## config.mk

```make
export PLATFORM = sky130hd
export DESIGN_NAME = sha256_digest_serializer
export DESIGN_NICKNAME = d
export VERILOG_FILES = /design/src/rtl/sha256_pkg.sv /design/src/rtl/sha256_digest_serializer_nibble_to_hex.sv /design/src/rtl/sha256_digest_serializer.sv
export SDC_FILE = /design/constraint.sdc
export NUM_CORES = 1
export LEC_CHECK = 0
export ABC_AREA = 1
export BUFFER_PORTS_ARGS = -buffer_cell sky130_fd_sc_hd__buf_2
export CAP_MARGIN = 20
export CORE_MARGIN = 2
export CORE_UTILIZATION = 39
export DETAILED_ROUTE_END_ITERATION = 8
export PLACE_DENSITY = 0.6
export SYNTH_ARGS = -nofsm -noshare
export SYNTH_HDL_FRONTEND = slang
export SYNTH_HIERARCHICAL = 1
export SYNTH_SLANG_ARGS = --single-unit
```

## constraint.sdc

```tcl
create_clock -name clk -period 2.05 [get_ports clk]
set_input_delay 0.41 -clock clk [delete_from_list [all_inputs] [get_ports clk]]
set_output_delay 0.41 -clock clk [all_outputs]
set_load 0.005 [all_outputs]
```

## src/rtl/sha256_pkg.sv

```systemverilog
// Shared types and helpers for the sha256 digest path.
// Digest width, serializer FSM states and nibble-to-ASCII mapping.
package sha256_pkg;

  localparam int DIGEST_BITS = 256;

  typedef enum logic [1:0] {
    IDLE,
    SEND,
    FLUSH
  } state_e;

  function automatic logic [7:0] nib2hex(input logic [3:0] n);
    if (n < 4'd10) nib2hex = 8'h30 + {4'h0, n};
    else           nib2hex = 8'h57 + {4'h0, n};
  endfunction

endpackage

```

## src/rtl/sha256_digest_serializer_nibble_to_hex.sv

```systemverilog
// Combinational 4-bit to lowercase ASCII hex encoder.
// Used by the serializer only in hex output mode.
module nibble_to_hex
  import sha256_pkg::*;
(
  input  logic [3:0] nib_i,
  output logic [7:0] hex_o
);

  assign hex_o = nib2hex(nib_i);

endmodule

```

## src/rtl/sha256_digest_serializer.sv

```systemverilog
// Captures a sha256 digest and streams it out bytewise (raw or hex),
// with an optional match check and a sticky overrun flag.
module sha256_digest_serializer #(
  parameter int DIGEST_BITS = sha256_pkg::DIGEST_BITS,
  parameter bit ASCII_HEX   = 1'b0
) (
  input  logic                   clk,
  input  logic                   rst_n,
  input  logic [DIGEST_BITS-1:0] hash_in,
  input  logic                   hash_valid,
  input  logic                   compare_en,
  input  logic [DIGEST_BITS-1:0] expected_digest,
  output logic [7:0]             out_data,
  output logic                   out_valid,
  output logic                   out_last,
  input  logic                   out_ready,
  output logic                   busy,
  output logic                   match,
  output logic                   match_valid,
  output logic                   overrun
);

  import sha256_pkg::*;

  localparam int BEATS = ASCII_HEX ? DIGEST_BITS / 4
                                   : DIGEST_BITS / 8;
  localparam int CW    = $clog2(BEATS);
  localparam int SHIFT = ASCII_HEX ? 4 : 8;
  localparam logic [CW-1:0] LAST = CW'(BEATS - 1);

  state_e                 state_q, state_d;
  logic [DIGEST_BITS-1:0] sh_q, sh_d;
  logic [CW-1:0]          cnt_q, cnt_d;
  logic                   match_q, match_d;
  logic                   mv_q, mv_d;
  logic                   ovr_q, ovr_d;
  logic [7:0]             top_byte;

  if (ASCII_HEX) begin : gen_hex
    nibble_to_hex u_hex (
      .nib_i (sh_q[DIGEST_BITS-1 -: 4]),
      .hex_o (top_byte)
    );
  end else begin : gen_raw
    assign top_byte = sh_q[DIGEST_BITS-1 -: 8];
  end

  always_ff @(posedge clk or negedge rst_n) begin
    if (!rst_n) begin
      state_q <= IDLE;
      sh_q    <= '0;
      cnt_q   <= '0;
      match_q <= 1'b0;
      mv_q    <= 1'b0;
      ovr_q   <= 1'b0;
    end else begin
      state_q <= state_d;
      sh_q    <= sh_d;
      cnt_q   <= cnt_d;
      match_q <= match_d;
      mv_q    <= mv_d;
      ovr_q   <= ovr_d;
    end
  end

  always_comb begin
    state_d = state_q;
    sh_d    = sh_q;
    cnt_d   = cnt_q;
    match_d = match_q;
    mv_d    = 1'b0;
    ovr_d   = ovr_q;
    unique case (state_q)
      IDLE: begin
        if (hash_valid) begin
          sh_d    = hash_in;
          match_d = compare_en && (hash_in == expected_digest);
          mv_d    = compare_en;
          cnt_d   = '0;
          state_d = SEND;
        end
      end
      SEND: begin
        if (hash_valid) ovr_d = 1'b1;
        if (out_ready) begin
          sh_d = sh_q << SHIFT;
          if (cnt_q == LAST) state_d = FLUSH;
          else               cnt_d   = cnt_q + 1'b1;
        end
      end
      FLUSH: begin
        // busy still covers this cycle, so a new digest is dropped
        if (hash_valid) ovr_d = 1'b1;
        state_d = IDLE;
      end
      default: state_d = IDLE;
    endcase
  end

  assign out_valid   = (state_q == SEND);
  assign out_data    = out_valid ? top_byte : 8'h00;
  assign out_last    = out_valid && (cnt_q == LAST);
  assign busy        = (state_q != IDLE);
  assign match       = match_q;
  assign match_valid = mv_q;
  assign overrun     = ovr_q;

endmodule

```

# Word level (Yosys, flattened, before mapping)
# Index checks and enable logic that the tools add are counted.
dict set report word_totals {
  register_bits 266
  in_bits 517
  output_inout_bits 14
}
dict set report op_classes {
  addsub 1
  eq_ne 8
  n_mux 14
  reduce_logical 11
}
# op n
set ops {}
lappend ops {{$mux W256} 2}
lappend ops {{$pmux W256 S2} 1}
lappend ops {{$eq A256 B256 Y1} 1}
lappend ops {{$mux W5} 3}
lappend ops {{$pmux W5 S2} 1}
lappend ops {{$mux W8} 1}
lappend ops {{$mux W2} 3}
lappend ops {{$reduce_and A3 Y1} 2}
lappend ops {{$add A5 B1 Y5 const B} 1}
lappend ops {{$eq A5 B5 Y1 const B} 1}
lappend ops {{$ne A2 B1 Y1 const B} 2}
lappend ops {{$ne A2 B2 Y1 const B} 2}
lappend ops {{$pmux W2 S2} 1}
lappend ops {{$reduce_and A2 Y1} 2}
lappend ops {{$reduce_and A4 Y1} 1}
lappend ops {{$reduce_bool A2 Y1} 2}
lappend ops {{$eq A2 B1 Y1 const B} 1}
lappend ops {{$eq A2 B2 Y1 const B} 1}
lappend ops {{$logic_and A1 B1 Y1} 2}
lappend ops {{$logic_not A2 Y1} 1}
lappend ops {{$mux W1} 2}
lappend ops {{$reduce_or A2 Y1} 1}

# Depth between registers and ports, before layout
dict set report depth {
  word_depth 4
  mapped_depth 12
  depth_no_buf 12
}

# Least setup slack after synthesis
# Ideal clock, no wire load.
dict set report synth_timing {
  path_kind {reg-to-output}
  start {register state_q[1]}
  end {output port out_data[0]}
  arrival_ns 1.455
  t_required_ns 1.640
  setup_slack_ns 0.185
  path_stages_with_launch 8
  path_buffers 3
  path_cell_list {dfrtp_1 -> inv_1 -> ha_1 -> buf_2 -> clkbuf_1 -> clkbuf_1 -> nand2_1 -> inv_1}
}
dict set report synth_via {
  elab_chain_len 2
}
# item line
set synth_rtl {}
lappend synth_rtl {{from (decl)} sha256_digest_serializer.sv:31} ;# state_e state_q, state_d;
lappend synth_rtl {{from (signal assigned)} sha256_digest_serializer.sv:57} ;# state_q <= state_d;
lappend synth_rtl {{$eq A2 B1 Y1} sha256_digest_serializer.sv:100} ;# assign out_valid = (state_q == SEND);
lappend synth_rtl {{net out_valid} sha256_digest_serializer.sv:14} ;# output logic out_valid,
lappend synth_rtl {{$mux W8} sha256_digest_serializer.sv:101} ;# assign out_data = out_valid ? top_byte : 8'h00;
lappend synth_rtl {{to (decl)} sha256_digest_serializer.sv:13} ;# output logic [7:0] out_data,
# The timed path passes the listed nets, and every way through them passes these cells.

# Worst setup path in the final report
dict set report layout_timing {
  start {register cnt_q[1]}
  end {output port out_last}
}
dict set report layout_via {
  elab_chain_len 2
}
# item line
set layout_rtl {}
lappend layout_rtl {{from (decl)} sha256_digest_serializer.sv:33} ;# logic [CW-1:0] cnt_q, cnt_d;
lappend layout_rtl {{from (signal assigned)} sha256_digest_serializer.sv:59} ;# cnt_q <= cnt_d;
lappend layout_rtl {{$eq A5 B5 Y1} sha256_digest_serializer.sv:102} ;# assign out_last = out_valid && (cnt_q == LAST);
lappend layout_rtl {{$logic_and A1 B1 Y1} sha256_digest_serializer.sv:102}
lappend layout_rtl {{to (decl)} sha256_digest_serializer.sv:15} ;# output logic out_last,
# No other way between the ends.

==> out/results.ini <==
[status]
status = finished with violations
violations = setup timing

[die]
coreArea_um2 = 39900
die_y_um = 205
num_rows = 73
die_w_um = 205
die_area_um2 = 42200
num_io_pins = 531
start_util_pct = 39.6

[global_route]
grt_antenna_before_repair = 2
overflow = 0
first_global_vias = 15700
grt_max_degree = 103
grt_pass1_wl_um = 79000
grtUsageTotal_pct = 23.5

[logic_synthesis]
synthAdderAreaFrac_pct = 0.317
synthMuxAreaShare_pct = 0.0633
yosys_warnings = 6
avgSynthCellArea_um2 = 7.01
synth.distinct_cells = 28
synth_area_leaders = dfrtp_1 42%, nand2_1 19%, nor2_1 11%
synth_compound_area_share_pct = 10.8
ys_ff_latch = 266
synth-edff-count = 0
synth_simple_gate_area_share_pct = 30.6
yosysTopAreaCell = dfrtp_1
syn-num-nets = 2777
synth_ff_type = dfrtp_1
postSynthCellCount = 2256
synth-xor-area-share_pct = 9.14
synth_seq_area_share_pct = 42.1
synth_top_family_by_area = simple AND/OR/NAND/NOR gates
async_flop_share_pct = 100
synth.cell_area_um2 = 15800
synth_top_area_share_pct = 42.1
yosys.cell_count.top_type = nand2_1
synth.top_cells.by_count = 815 x nand2_1, 448 x nor2_1, 266 x dfrtp_1, 249 x a31oi_1, 156 x inv_1

[routing]
drc = 0
dr.pass1.iters = 5
num_vias = 16300
routed_wl_um = 53100
avgRoutedWirePerCell_um = 16.0
ant_nets = 0
drt-initial-drc-count = 1158
vias_per_cell = 4.90

[power]
seq_power_share_pct = 33.1
p_clk_share_pct = 19.8
p_sw_uw = 11500
irDropWorstVdd_v = 0.000865
powerDensity_nw_per_um2 = 1370
internal-power_uw = 17100
swShare_pct = 40.1
comb_power_share_pct = 47.1
power_leakage_uw = 0.0106

[layout]
drive_gt1_share_pct = 24.0
area_delta_synth_final_pct = 32.0
instances_no_fill = 3326
nets = 3296
final_core_util_pct = 52.3

[timing]
relSlewSlack_pct = 63.3
fin_crit_ps = 2090
fin_crit_sh_pct = 102
fmax_mhz = 478
hold_viol = 0
fin_skew_ps = 15.8
tightest_slew_ps = 548
rsz0062_at_grt = yes
slew_viol_final = 0
hold_ws_ps = 65.2
setup_viol = 1
fin_ws_ps = -42.9

[worst_setup_path]
crit_chain = ha_2, inv_2, nor3_2, ha_2, nand2_4, inv_4, buf_6
cpLargestDelayFamily = adder cells
crit_fanout = 2
startpoint_type = register
cp_data_arrival_time_ps = 1680
cp_common_cell = ha_2
cp_slowest_cell = dfrtp_1
critPathKind = reg -> out
end_kind = output port
cpPeakStageDelay_ps = 360
reg2reg_from = state_q[1]$_DFFE_PN0P_
rr_endpoint = sh_q[190]$_DFFE_PN0P_
required_ps = 1640
r2r_slack_ps = 110
path_buf_inv = 3
rr_worst_depth = 12

[clocking]
numCtsBuffers = 30
cts_num_sinks = 266
root_buffer = clkbuf_16
clock_tree.buffer_depth = 3
clock_latency_ps = 560
clk_transition_reported_paths_ps = 60
cts_tree = yes
htree_num_levels = 1

[worst_hold_path]
hold_class = in -> reg
min_to = match_valid$_DFF_PN0_
holdPathStages = 3
worstHoldStart = compare_en

[placement]
dp.cells = 3238
dp_hpwl_um = 39900
io_buffers = 530
place.gp.congestion = 0.900

[job]
drv_cap = 0

-- cell type report --
type,instances,area (um2)
clock inverter,9,136
antenna,3,7.51
inverter,158,603
timing repair buffer,598,3750
multi-input combinational,1721,8140
sequential,266,6660
clock buffer,46,921
fill,3976,19100
tap,525,657
-- repair_timing --
| action | 4_1_cts | 5_1_grt |
|---|---|---|
| buffers inserted | 4 | 12 |
| pin swaps | 3 | 2 |
| gates cloned | 1 | 12 |
| resized for setup | 11 | 22 |
| endpoints found under the hold margin | 37 | 0 |
| setup endpoints to repair | 11 | 64 |
| hold buffers | 1 | 0 |
-- logic make-up (layout without fill, tap and decap cells) --
| family | after synthesis | in the layout |
|---|---|---|
| compound gates | 272 | 272 |
| flops | 266 | 266 |
| xor+xnor | 165 | 165 |
| mux | 1 | 1 |
| fa+ha+maj | 4 | 4 |
| buf+inv | 269 | 811 |
| other cells | 0 | 3 |
| simple gates | 1279 | 1279 |
-- placed cells by master, fill, tap and decap left out, drive strengths merged, types with 3 or more instances in the layout --
cell type | Yosys | final
o21ai | 13 | 13
diode | 0 | 3
nor2 | 448 | 448
xor2 | 34 | 34
nand2 | 816 | 816
clkinv | 0 | 4
xnor2 | 131 | 131
a22o | 4 | 4
dfrtp | 266 | 266
a31oi | 249 | 249
ha | 4 | 4
or2 | 3 | 3
buf | 58 | 584
nor3 | 3 | 3
bufinv | 0 | 3
inv | 158 | 158
clkbuf | 53 | 58
nand3 | 6 | 6
-- worst max path at each step --
stage,start,to,slack (ps),cells after the start
finish,cnt_q[1]$_DFFE_PN0P_,out_last,-40,7
global route,cnt_q[1]$_DFFE_PN0P_,out_last,-140,7
global placement,state_q[1]$_DFFE_PN0P_,match$_DFFE_PN0P_,-60,12
CTS,cnt_q[0]$_DFFE_PN0P_,out_last,-100,7
floorplan,state_q[1]$_DFFE_PN0P_,out_data[0],180,7
detailed placement,state_q[1]$_DFFE_PN0P_,match$_DFFE_PN0P_,-30,12
-- layer usage --
layer	GRT usage, %	part of all wire [%]	up-vias
li1	-	-	8157
met1	30.1	43	7566
met2	41.8	49	502
met3	2.57	5.0	73
met4	6.55	2.6	0
met5	0	0	-
-- registers in the layout, indices dropped and copies added, names as in the netlist --
| signal | flops |
|---|---|
| sh_q | 256 |
| state_q | 2 |
| overrun | 1 |
| match | 1 |
| match_valid | 1 |
| cnt_q | 5 |
-- tightest hold or removal path, delay by kind of cell --
family                 cells  cell delay, ps
AND/OR/NAND/NOR            1              40
buffers and inverters      2             140
-- metrics by stage --
stage / worst slack, ps / cell area (um2) / power (uW) / TNS, ps
detailed placement: -34.4 / 19200 / 21500 / -34.4
global route: -137 / 20900 / 30800 / -153
CTS: -101 / 20300 / 27300 / -101
finish: -42.9 / 20900 / 28600 / -42.9
global placement: -64.0 / 19200 / 21200 / -64.0
floorplan: 185 / 15800 / 17600 / 0
-- power by group through the flow --
| stage | logic, uW | registers (uW) | clock network [uW] |
|---|---|---|---|
| floorplan | 8550 | 9050 | 0 |
| global placement | 11700 | 9440 | 0 |
| detailed placement | 11900 | 9520 | 0 |
| CTS | 12100 | 9450 | 5760 |
| global route | 15100 | 9760 | 5930 |
| finish | 13500 | 9470 | 5660 |
Power figures use the tool's default switching activity.
